<file path="src/rtl/router_fsm_nch.sv">
// router_fsm_nch: control FSM for a 1xN packet router.
// Decodes the header address, sequences header/payload/parity loading into
// the selected output FIFO, handles FIFO-full back-pressure, discards packets
// aimed at nonexistent channels, and gives up on a busy channel after a
// bounded wait for it to drain.
module router_fsm_nch #(
  parameter int NUM_CH   = 3,
  parameter int ADDR_W   = 2,
  parameter int WAIT_MAX = 64
) (
  input  logic              clk,
  input  logic              rstn,
  input  logic              pkt_vd,
  input  logic [ADDR_W-1:0] din,
  input  logic [NUM_CH-1:0] fifo_full,
  input  logic [NUM_CH-1:0] fifo_empty,
  input  logic [NUM_CH-1:0] sft_rst,
  input  logic              parity_done,
  input  logic              low_pkt_vd,
  output logic [ADDR_W-1:0] ch_sel,
  output logic              detect_add,
  output logic              lfd_state,
  output logic              ld_state,
  output logic              laf_state,
  output logic              full_state,
  output logic              write_enb_reg,
  output logic              rst_in_reg,
  output logic              busy,
  output logic              drop_state,
  output logic              wait_timeout
);

  localparam int CNT_W = (WAIT_MAX > 2) ? $clog2(WAIT_MAX) : 1;
  localparam logic [CNT_W-1:0]  CNT_LAST = CNT_W'(WAIT_MAX - 1);
  localparam logic [ADDR_W:0]   NUM_CH_L = (ADDR_W + 1)'(NUM_CH);

  typedef enum logic [3:0] {
    DECODE     = 4'd0,
    LFD        = 4'd1,
    LD         = 4'd2,
    WAIT_EMPTY = 4'd3,
    LP         = 4'd4,
    CPE        = 4'd5,
    FULL       = 4'd6,
    LAF        = 4'd7,
    DROP       = 4'd8
  } state_e;

  state_e            state_q, state_d;
  logic [ADDR_W-1:0] ch_sel_q;
  logic [CNT_W-1:0]  cnt_q;
  logic              wait_timeout_q;

  logic              valid_addr;
  logic              empty_din;
  logic              f_sel;
  logic              e_sel;
  logic              soft_rst;
  logic              timeout_hit;

  // Select one channel's flag; indices beyond NUM_CH read as 0 instead of X.
  function automatic logic pick(input logic [NUM_CH-1:0] vec,
                                input logic [ADDR_W-1:0] idx);
    logic r;
    r = 1'b0;
    for (int i = 0; i < NUM_CH; i++) begin
      if (idx == ADDR_W'(i)) r = vec[i];
    end
    return r;
  endfunction

  assign valid_addr = ({1'b0, din} < NUM_CH_L);
  assign empty_din  = pick(fifo_empty, din);
  // Outside DECODE the latched select decides which channel's flags matter.
  assign f_sel      = pick(fifo_full,  ch_sel_q);
  assign e_sel      = pick(fifo_empty, ch_sel_q);
  assign soft_rst   = (state_q != DECODE) && pick(sft_rst, ch_sel_q);

  // Next-state decision; soft reset of the active channel overrides everything.
  always_comb begin
    // NOTE: every signal written here gets a default first so no latch is inferred.
    state_d     = state_q;
    timeout_hit = 1'b0;
    case (state_q)
      DECODE: begin
        if (pkt_vd) begin
          if (!valid_addr)    state_d = DROP;
          else if (empty_din) state_d = LFD;
          else                state_d = WAIT_EMPTY;
        end
      end
      LFD:        state_d = LD;
      LD: begin
        if (f_sel)        state_d = FULL;
        else if (!pkt_vd) state_d = LP;
      end
      WAIT_EMPTY: begin
        if (e_sel) begin
          state_d = LFD;
        end else if (cnt_q == CNT_LAST) begin
          state_d     = DROP;
          timeout_hit = 1'b1;
        end
      end
      LP:         state_d = CPE;
      CPE:        state_d = f_sel ? FULL : DECODE;
      FULL:       if (!f_sel) state_d = LAF;
      LAF: begin
        if (parity_done)     state_d = DECODE;
        else if (low_pkt_vd) state_d = LP;
        else                 state_d = LD;
      end
      DROP:       if (!pkt_vd) state_d = DECODE;
      default:    state_d = DECODE;
    endcase
    if (soft_rst) begin
      state_d     = DECODE;
      timeout_hit = 1'b0;
    end
  end

  // State, latched channel select, wait counter and timeout pulse.
  always_ff @(posedge clk or negedge rstn) begin
    if (!rstn) begin
      state_q        <= DECODE;
      ch_sel_q       <= '0;
      cnt_q          <= '0;
      wait_timeout_q <= 1'b0;
    end else begin
      // NOTE: non-blocking assignments keep every register sampling pre-edge values.
      state_q        <= state_d;
      wait_timeout_q <= timeout_hit;
      if (state_q == DECODE && pkt_vd) ch_sel_q <= din;
      if (state_q == WAIT_EMPTY) cnt_q <= cnt_q + 1'b1;
      else                       cnt_q <= '0;
    end
  end

  // Moore decodes straight from the state register.
  assign detect_add    = (state_q == DECODE);
  assign lfd_state     = (state_q == LFD);
  assign ld_state      = (state_q == LD);
  assign laf_state     = (state_q == LAF);
  assign full_state    = (state_q == FULL);
  assign drop_state    = (state_q == DROP);
  assign write_enb_reg = (state_q == LD) || (state_q == LP) || (state_q == LAF);
  assign rst_in_reg    = (state_q == CPE);
  assign busy          = !((state_q == DECODE) || (state_q == LD) || (state_q == DROP));
  assign ch_sel        = ch_sel_q;
  assign wait_timeout  = wait_timeout_q;

endmodule

</file>
<file path="config.mk">
export PLATFORM = sky130hd
export DESIGN_NAME = router_fsm_nch
export DESIGN_NICKNAME = d
export VERILOG_FILES = /design/src/rtl/router_fsm_nch.sv
export SDC_FILE = /design/constraint.sdc
export NUM_CORES = 1
export LEC_CHECK = 0
export ABC_AREA = 1
export BUFFER_PORTS_ARGS = -buffer_cell sky130_fd_sc_hd__buf_2
export CAP_MARGIN = 20
export CELL_PAD_IN_SITES_DETAIL_PLACEMENT = 1
export CELL_PAD_IN_SITES_GLOBAL_PLACEMENT = 1
export CORE_ASPECT_RATIO = 0.7
export CORE_UTILIZATION = 37
export CTS_CLUSTER_SIZE = 28
export DETAILED_ROUTE_END_ITERATION = 7
export MAX_ROUTING_LAYER = met4
export PLACE_DENSITY = 0.95
export SKIP_CTS_REPAIR_TIMING = 1
export SLEW_MARGIN = 20
export SYNTH_ARGS = -nofsm -noshare
export SYNTH_HDL_FRONTEND = slang
export SYNTH_SLANG_ARGS = --single-unit
</file>
<file path="constraint.sdc">
create_clock -name clk -period 4.01 [get_ports clk]
set_clock_uncertainty 0.1 [all_clocks]
set_input_delay 0 -clock clk [delete_from_list [all_inputs] [get_ports clk]]
set_output_delay 0 -clock clk [all_outputs]
set_load 0.01 [all_outputs]
</file>
**Yosys cells after proc, flatten, opt, wreduce, memory -nomap -nowiden**

Cells that the tools add are included.
W data, S select, Z words.

- Reduce and logical (&&, ||, !) cells: 12
- Eq/ne operators: 18
- Add/subtract/negate cells: 1
- Multiplexer cells: 31
- Magnitude comparators: 1

Operators with widths:

| operator | count |
|---|---|
| $mux W4 | 9 |
| $pmux W4 S9 | 1 |
| $eq A4 B3 Y1 const B | 4 |
| $mux W1 | 16 |
| $mux W3 | 3 |
| $ne A3 B2 Y1 const B | 3 |
| $eq A4 B2 Y1 const B | 2 |
| $add A6 B1 Y6 const B | 1 |
| $eq A6 B6 Y1 const B | 1 |
| $mux W6 | 1 |
| $reduce_and A5 Y1 | 1 |
| $eq A2 B1 Y1 const B | 2 |
| $eq A2 B2 Y1 const B | 2 |
| $eq A4 B1 Y1 const B | 1 |
| $eq A4 B4 Y1 const B | 1 |
| $logic_not A2 Y1 | 2 |
| $logic_not A4 Y1 | 1 |
| $logic_or A1 B1 Y1 | 4 |
| $ne A4 B2 Y1 const B | 1 |
| $ne A4 B4 Y1 const B | 1 |
| $reduce_bool A4 Y1 | 1 |
| $logic_and A1 B1 Y1 | 2 |
| $lt A2 B2 Y1 const B | 1 |
| $mux W2 | 1 |
| $logic_not A1 Y1 | 1 |

- Bits in registers: 13
- Input port bits: 16
- Word-level logic and storage cells: 67
- Output and inout bits: 12

**Longest topological paths before layout**

Gate-level depths: netlist (run 1).

- Depth after elaboration: 9
- Depth in mapped cells: 10
- Gate-level depth less buffers: 10

**Worst setup path before layout (run 1)**

No wires, ideal clock.

- Kind: register to register
- Start point: register ch_sel_q[1] (netlist: ch_sel[1])
- End point: register state_q[1]
- Slack: 2596 ps
- Clock period less this slack: 1414 ps
- Required time: 3791 ps
- Path buffers: 0
- Stages on the path, launching flop included: 10
- Library setup time: 119 ps
- Arrival time: 1195 ps
- Cells stage by stage: dfrtp_1 inv_2 nor2_1 nand2_1 nand3_1 nand2_2 nor2_4 nand2_4 nand3_1 nand2_1

- Word-level cells in the longest chain between the ends: 7
- Elaborated cells between the ends (all ways): 24
- Classes of those cells: 7 x eq/ne; 14 x mux; 3 x reduce/logical

Ends and longest elaborated chain:

| element | RTL line | text |
|---|---|---|
| start, declared | 50 | `logic [ADDR_W-1:0] ch_sel_q;` |
| start signal, assigned | 133 | `if (state_q == DECODE && pkt_vd) ch_sel_q <= din;` |
| $logic_not A2 Y1 | 67 | `if (idx == ADDR_W'(i)) r = vec[i];` |
| $mux W1 (3 in series) | 67 |  |
| $mux W3 (tied with other cells) | 106 | `CPE: state_d = f_sel ? FULL : DECODE;` |
| $pmux W4 S9 (tied with other cells) | 84 | `case (state_q)` |
| $mux W4 or $reduce_and A5 Y1 (tied branches) | -- |  |
| end signal, assigned | 131 | `state_q <= state_d;` |
| end, declared | 49 | `state_e state_q, state_d;` |

Several ways; a longest one is shown, not always the timed one.
A chain may end at the register's enable or synchronous reset.

**Worst setup path in the final report (run 1)**

- Start point: register state_q[3]
- End point: register state_q[3]

- Word-level cells in the longest chain between the ends: 4
- Elaborated cells between the ends (all ways): 19
- Classes of those cells: 13 x eq/ne; 2 x mux; 4 x reduce/logical

Ends and longest elaborated chain:

| element | RTL line | text |
|---|---|---|
| $reduce_bool A4 Y1 | 77 | `assign soft_rst = (state_q != DECODE) && pick(sft_rst, ch_sel_q);` |
| $logic_and A1 B1 Y1 | 77 |  |
| $ne A4 B4 Y1 (no source line) (tied with other cells) | -- |  |
| $reduce_and A5 Y1 (no source line) | -- |  |

Several ways; a longest one is shown, not always the timed one.

==> run summary, run 1 <==
### Run status
• finished clean — outcome

### GRT
• 14 — largest net degree at the start of global routing
• 24.68% — overall fraction of global-route tracks in use
• 0 — number of antenna violations at the first check in global routing
• 4657 um — first-pass GRT wire length
• 0 — total global routing overflow
• 1017 — via count of the first global-routing pass

### Power and ir drop
• 620.0 mW/mm2 — total power divided by cell area
• 0.3916 mV — maximum vdd drop
• 0.6765 nW — Static Leakage

### CTS
• 1 — H-tree depth reported by CTS
• sky130_fd_sc_hd__clkbuf_4 — Root Buffer
• 13 — total number of clock tree sinks
• yes — CTS tree
• 0.08 ns — Clock Pin Slew Worst Setup and Hold Paths
• 2 — Max Root-Sink Buffers
• 0.28 ns — clock network latency to the later pin of the worst-skew pair
• 3 — clock buffer count from CTS

### Synth
• 932.1 um2 — post-synthesis cell area
• 143 — number of instances in the synthesized netlist
• 34.90% — portion of synthesized cell area occupied by the leading cell type
• sky130_fd_sc_hd__dfrtp_1 (35%), sky130_fd_sc_hd__nand2_1 (15%), sky130_fd_sc_hd__nand3_1 (10%) — Area contributors post-synth
• 160 — net count after synthesis
• 21 — number of distinct standard cells referenced by the synthesized netlist
• 6.518 um2 — average cell area after synthesis
• 0 — Yosys warning total
• 13 — register bit count reported by yosys
• sky130_fd_sc_hd__dfrtp_1 — cell taking the most area after synthesis
• 34.90% — portion of the post-synthesis area used by sequential elements

### Setup path
• nor2_4 > inv_2 > nor2_2 > nand2_1 > nand2_1 > nand2_2 > nand4_1 > nand2_1 — chain of cells forming the critical path
• simple AND/OR/NAND/NOR gates — family of cells with the greatest summed delay on the critical path
• sky130_fd_sc_hd__nand2_1 — most numerous cell on the critical path
• 0.45 ns — Largest stage delay, worst path
• state_q[3] — end of the worst register-to-register path
• 4.08 ns — Crit path required time
• flop to flop — class of the most critical setup path
• 1 — buffer and inverter count on the worst path
• 1.70 ns — data arrival time of the worst path
• state_q[3] — launching point of the worst reg2reg path
• 2.39 ns — flop2flop setup slack
• 5 — biggest fanout along the worst timing path
• sky130_fd_sc_hd__dfrtp_1 — Slowest-stage cell, CP
• flop — endpoint class of the critical path
• 8 — FF-to-FF path depth
• flop — Worst Setup Start Kind

### STA
• 40.47% — post-route clock period utilization
• 1.623 ns — Tmin final
• 78.60% — normalized max-slew margin
• 0 — setup violation total in the final timing report
• 0.6163 GHz — Fmax
• no — RSZ-0062 raised after global routing
• 0.3202 ns — transition time at the pin with the least slew margin
• 0 — Hold Violations, Final
• 0 ns — Setup TNS Final
• 0 — Max Slew Vio Count

### Route
• 2931 um — total detailed-routing wirelength
• 4 — number of detailed-route iterations in the first pass
• met4 — highest metal layer with signal wires
• 5.057 — Vias/cell
• 1456 um — Met2 Wirelength
• 0 — Antenna Violating Nets Remaining
• 13.89 um — average routed wire per standard cell
• 102 um — total met3 wirelength after detailed routing
• 1067 — total number of vias
• 53 — DR iter-0 viols
• 0 — Remaining DRCs
• 1349 um — Met1 Routed Length

### Floorplan
• 41.25% — Initial Util
• 44.00 um — Die Ht
• 61.99 um — width of the chip
• 28 — number of top-level pins
• 14 — Rows
• 0.002727 mm2 — area enclosed by the die boundary
• 0.002260 mm2 — core footprint

### Flow run
• 0 — number of maximum-capacitance violations

### Cells and area
• 197 — post-layout net count
• 26.98% — signed area change from the synthesized netlist to the final layout
• 336 — fill cell count
• 25.14% — share of final-layout standard cells stronger than drive strength 1
• 0 — final antenna diode count
• 52.38% — final core area utilization
• sky130_fd_sc_hd__nand2_1 — most common library cell in the layout ignoring fill and taps
• sky130_fd_sc_hd__nand2_1 (37), sky130_fd_sc_hd__buf_2 (27), sky130_fd_sc_hd__nand3_1 (19) — most frequent cells in the layout
• 520.5 um2 — multi-input logic area
• 325.3 um2 — Seq. cell area

### Min path
• 4 — cell depth of the worst hold path
• wait_timeout — capture endpoint of the worst hold path
• fifo_empty[2] — Worst Min Path Start
• input pin to flop — type of the tightest min-delay check

### Placement
• 0.8690 — placer congestion estimate
• 27 — count of port buffers added during placement
• 2312 um — DP Wirelength

[worst max path at each step]
stage                     from          to  slack (ns)  cells past startpoint
floorplan            ch_sel[1]  state_q[1]        2.60                      9
global placement    state_q[3]  state_q[1]        2.47                      9
detailed placement  state_q[3]  state_q[3]        2.41                      8
CTS                 state_q[3]  state_q[3]        2.40                      8
global route        state_q[3]  state_q[0]        2.27                      9
finish              state_q[3]  state_q[3]        2.39                      8
[registers in the layout, summed over array words and instances (netlist names)]
register	count
ch_sel	2
state_q	4
cnt_q	6
wait_timeout	1
[worst register-to-register path, cell delays in order, from the launching register on]
cell,delay (ns)
sky130_fd_sc_hd__dfrtp_1,0.45
sky130_fd_sc_hd__nor2_4,0.22
sky130_fd_sc_hd__inv_2,0.06
sky130_fd_sc_hd__nor2_2,0.19
sky130_fd_sc_hd__nand2_1,0.10
sky130_fd_sc_hd__nand2_1,0.08
sky130_fd_sc_hd__nand2_2,0.10
sky130_fd_sc_hd__nand4_1,0.14
sky130_fd_sc_hd__nand2_1,0.07
[cell type report]
cell class | count | area share [%]
clock buffer | 4 | 2.220
inverter | 23 | 7.294
tap | 32 | 3.383
multi-input combinational | 107 | 43.97
timing repair buffer | 32 | 15.64
sequential | 13 | 27.48
[kinds of logic after synthesis]
kind of cell | count (synthesis) | synth area share [%]
AND/OR/NAND/NOR | 92 | 46.58
buffers and inverters | 23 | 9.260
AO/OA/AOI/OAI | 13 | 6.980
flip-flops | 13 | 34.90
XOR/XNOR | 1 | 0.9398
adder cells (fa/ha/maj) | 1 | 1.342
[stage by stage]
step | std cells | cell area (um2) | total power (W) | worst slack (ns) | hold WS, ns
floorplan | 143 | 932.1 | 0.0005002 | 2.596 | -0.3956
global placement | 202 | 1107 | 0.0006189 | 2.468 | -0.2036
detailed placement | 202 | 1107 | 0.0006441 | 2.413 | -0.1996
CTS | 206 | 1134 | 0.0007268 | 2.398 | -0.5041
global route | 211 | 1184 | 0.0007977 | 2.268 | 0.02331
finish | 211 | 1184 | 0.0007338 | 2.387 | 0.005870
[per-layer routing]
metal  GRT usage, %  vias to the layer above
li1               -                      526
met5              -                        -
met1          31.73                      511
met4          6.222                        0
met2          38.72                       28
met3          5.970                        2
[power by group]
group | switching (W) | internal, W
combinational | 0.000293 | 0.000150
clock | 0.0000454 | 0.0000387
sequential | 0.0000463 | 0.000160
total | 0.000385 | 0.000349
[synth_stat cells (all sizes together)]
cell type,instances
nor2,21
clkinv,1
a21oi,7
o21ai,6
nand3,19
nand2,42
dfrtp,13
xor2,1
inv,22
ha,1
nor3,2
and3,1
nand4,5
or2,2
Power figures use the tool's default switching activity.
==> inputs of run 2 (changes only) <==
Settings changed: CORE_UTILIZATION 37 to 34, PLACE_DENSITY 0.95 to 0.89.
Clock period 4.01 ns to 1.55 ns, I/O delays scaled along.
==> run 2 against run 1 <==
Compared with the run above: the run now ends with negative hold slack, negative setup slack left; critical path depth unchanged; wire length increased by 1.4%; final cell count increased by 1.4%.
==> run summary, run 2 (synthesis gave the netlist of run 1 again) <==
### STA
• -0.02382 ns — smallest setup slack after layout, was 2.387 ns
• 0 — Max Slew Vio Count, unchanged
• 0.2941 ns — transition time at the pin with the least slew margin, was 0.3202 ns
• 0.6354 GHz — Fmax, was 0.6163 GHz
• 2 — Hold Violations, Final, was 0
• -0.03137 ns — Hold Worst Slack, was 0.005870 ns
• yes — RSZ-0062 raised after global routing, was no
• 4 — setup violation total in the final timing report, was 0
• 101.5% — post-route clock period utilization, was 40.47%
• 80.40% — normalized max-slew margin, was 78.60%
• 1.574 ns — Tmin final, was 1.623 ns

### Floorplan
• 45.81 um — Die Ht, was 44.00 um
• 36.79% — Initial Util, was 41.25%
• 15 — Rows, was 14
• 0.002958 mm2 — area enclosed by the die boundary, was 0.002727 mm2
• 28 — number of top-level pins, unchanged
• 0.002534 mm2 — core footprint, was 0.002260 mm2
• 64.58 um — width of the chip, was 61.99 um

### Cells and area
• 38.12% — signed area change from the synthesized netlist to the final layout, was 26.98%
• 331.6 um2 — Seq. cell area, was 325.3 um2
• 50.81% — final core area utilization, was 52.38%
• 198 — post-layout net count, was 197
• 0.001287 mm2 — cell area after layout, was 0.001184 mm2
• cnt_q — Reg with most FFs, unchanged
• 6 — number of flip-flops under the largest register name, unchanged
• 596.8 um2 — multi-input logic area, was 520.5 um2
• sky130_fd_sc_hd__nand2_1 — most common library cell in the layout ignoring fill and taps, unchanged
• 37.78% — share of final-layout standard cells stronger than drive strength 1, was 25.14%
• sky130_fd_sc_hd__nand2_1 (34), sky130_fd_sc_hd__buf_2 (27), sky130_fd_sc_hd__inv_1 (17) — most frequent cells in the layout, was sky130_fd_sc_hd__nand2_1 (37), sky130_fd_sc_hd__buf_2 (27), sky130_fd_sc_hd__nand3_1 (19)
• 344 — fill cell count, was 336
• 214 — number of standard cells in the final layout excluding fillers, was 211
• 0 — final antenna diode count, unchanged

### Setup path
• flop — endpoint class of the critical path, unchanged
• flop — Worst Setup Start Kind, unchanged
• flop to flop — class of the most critical setup path, unchanged
• 1.58 ns — Crit path required time, was 4.08 ns
• ha_2 > nand3_2 > nor2_2 > nor3_4 > nor2_4 > nand2_4 > nand3_1 > nand2_1 — chain of cells forming the critical path, was nor2_4 > inv_2 > nor2_2 > nand2_1 > nand2_1 > nand2_2 > nand4_1 > nand2_1
• simple AND/OR/NAND/NOR gates — family of cells with the greatest summed delay on the critical path, unchanged
• 5 — biggest fanout along the worst timing path, unchanged
• sky130_fd_sc_hd__dfrtp_1 — Slowest-stage cell, CP, unchanged
• 1.60 ns — data arrival time of the worst path, was 1.70 ns
• 0.39 ns — Largest stage delay, worst path, was 0.45 ns
• 0 — buffer and inverter count on the worst path, was 1

### GRT
• 28.36% — GR met1 Demand/Resource, was 31.73%
• 4547 um — first-pass GRT wire length, was 4657 um
• met2 — grt peak-use layer, unchanged
• 3.750% — met3 Use GR, was 5.970%
• 34.11% — global-route met2 utilization, was 38.72%
• 0 — total global routing overflow, unchanged
• 14 — largest net degree at the start of global routing, unchanged
• 0 — number of antenna violations at the first check in global routing, unchanged
• 996 — via count of the first global-routing pass, was 1017
• 21.21% — overall fraction of global-route tracks in use, was 24.68%

### Power and ir drop
• 0.6275 mV — maximum vdd drop, was 0.3916 mV
• 1691 mW/mm2 — total power divided by cell area, was 620.0 mW/mm2
• 0.7042 nW — Static Leakage, was 0.6765 nW
• 0.002178 W — total power after layout, was 0.0007338 W

### Route
• 13.88 um — average routed wire per standard cell, was 13.89 um
• 0 — Antenna Violating Nets Remaining, unchanged
• 4 — number of detailed-route iterations in the first pass, unchanged
• 21 — DR iter-0 viols, was 53
• 1044 — total number of vias, was 1067
• 2971 um — total detailed-routing wirelength, was 2931 um
• 4.879 — Vias/cell, was 5.057
• 0 — Remaining DRCs, unchanged

### Placement
• 0.7758 — placer congestion estimate, was 0.8690
• 206 — total placed cells including tap cells, was 202
• 0.001125 mm2 — placement-stage cell area, was 0.001107 mm2
• 27 — count of port buffers added during placement, unchanged
• 2244 um — DP Wirelength, was 2312 um

### Run status
• negative hold slack, negative setup slack — violated checks
• complete, but fails checks — outcome, was finished clean

### CTS
• sky130_fd_sc_hd__clkbuf_8 — Root Buffer, was sky130_fd_sc_hd__clkbuf_4
• 1 — H-tree depth reported by CTS, unchanged
• 2 — Max Root-Sink Buffers, unchanged
• 3 — clock buffer count from CTS, unchanged
• 13 — total number of clock tree sinks, unchanged
• yes — CTS tree, unchanged
• 0.05 ns — Clock Pin Slew Worst Setup and Hold Paths, was 0.08 ns
• 0.24 ns — clock network latency to the later pin of the worst-skew pair, was 0.28 ns

### Flow run
• 0 — number of maximum-capacitance violations, unchanged

### Min path
• input pin to flop — type of the tightest min-delay check, unchanged

run 2: cell type report:
class / instances / area share [%]
Clock buffer: 4 / 3.499
Tap cell: 34 / 3.304
Sequential cell: 13 / 25.75
Timing Repair Buffer: 33 / 14.38
Inverter: 23 / 6.706
Multi-Input combinational cell: 107 / 46.36
run 2: worst paths after layout:
| kind | endpoint | from | cells after the start | slack, ns |
|---|---|---|---|---|
| hold reg to reg | cnt_q[2] | cnt_q[2] | 1 | 0.42 |
| setup reg to reg | state_q[2] | cnt_q[0] | 8 | -0.02 |
| min in group asynchronous | cnt_q[3] | rstn | 2 | 0.07 |
| max in group asynchronous | state_q[3] | rstn | 2 | 1.04 |
| hold / removal | ch_sel[0] | din[0] | 3 | -0.03 |
| setup / recovery | state_q[2] | cnt_q[0] | 8 | -0.02 |
run 2: worst min-delay path, stage by stage:
cell                      delay, ns
sky130_fd_sc_hd__buf_2         0.12
sky130_fd_sc_hd__inv_1         0.06
sky130_fd_sc_hd__o21ai_0       0.08
run 2: routing by layer:
metal,share of wire [%],vias up
met5,0,-
met4,0.57,0
li1,-,533
met1,49,489
met3,2.7,2
met2,48,20
run 2: stage by stage:
step           setup TNS (ns)  setup slack [ns]
2_1_floorplan               0            0.1360
3_3_place_gp                0           0.01295
3_5_place_dp        -0.004731         -0.004731
4_1_cts               -0.1220          -0.03728
5_1_grt               -0.6137           -0.1113
6_report             -0.06236          -0.02382
run 2: report_power, final:
group / switching [W] / internal, W / total (W)
Clock: 0.000116 / 0.000181 / 0.000298
Combinational: 0.000849 / 0.000474 / 0.00132
Sequential: 0.000131 / 0.000426 / 0.000557
Total: 0.00110 / 0.00108 / 0.00218
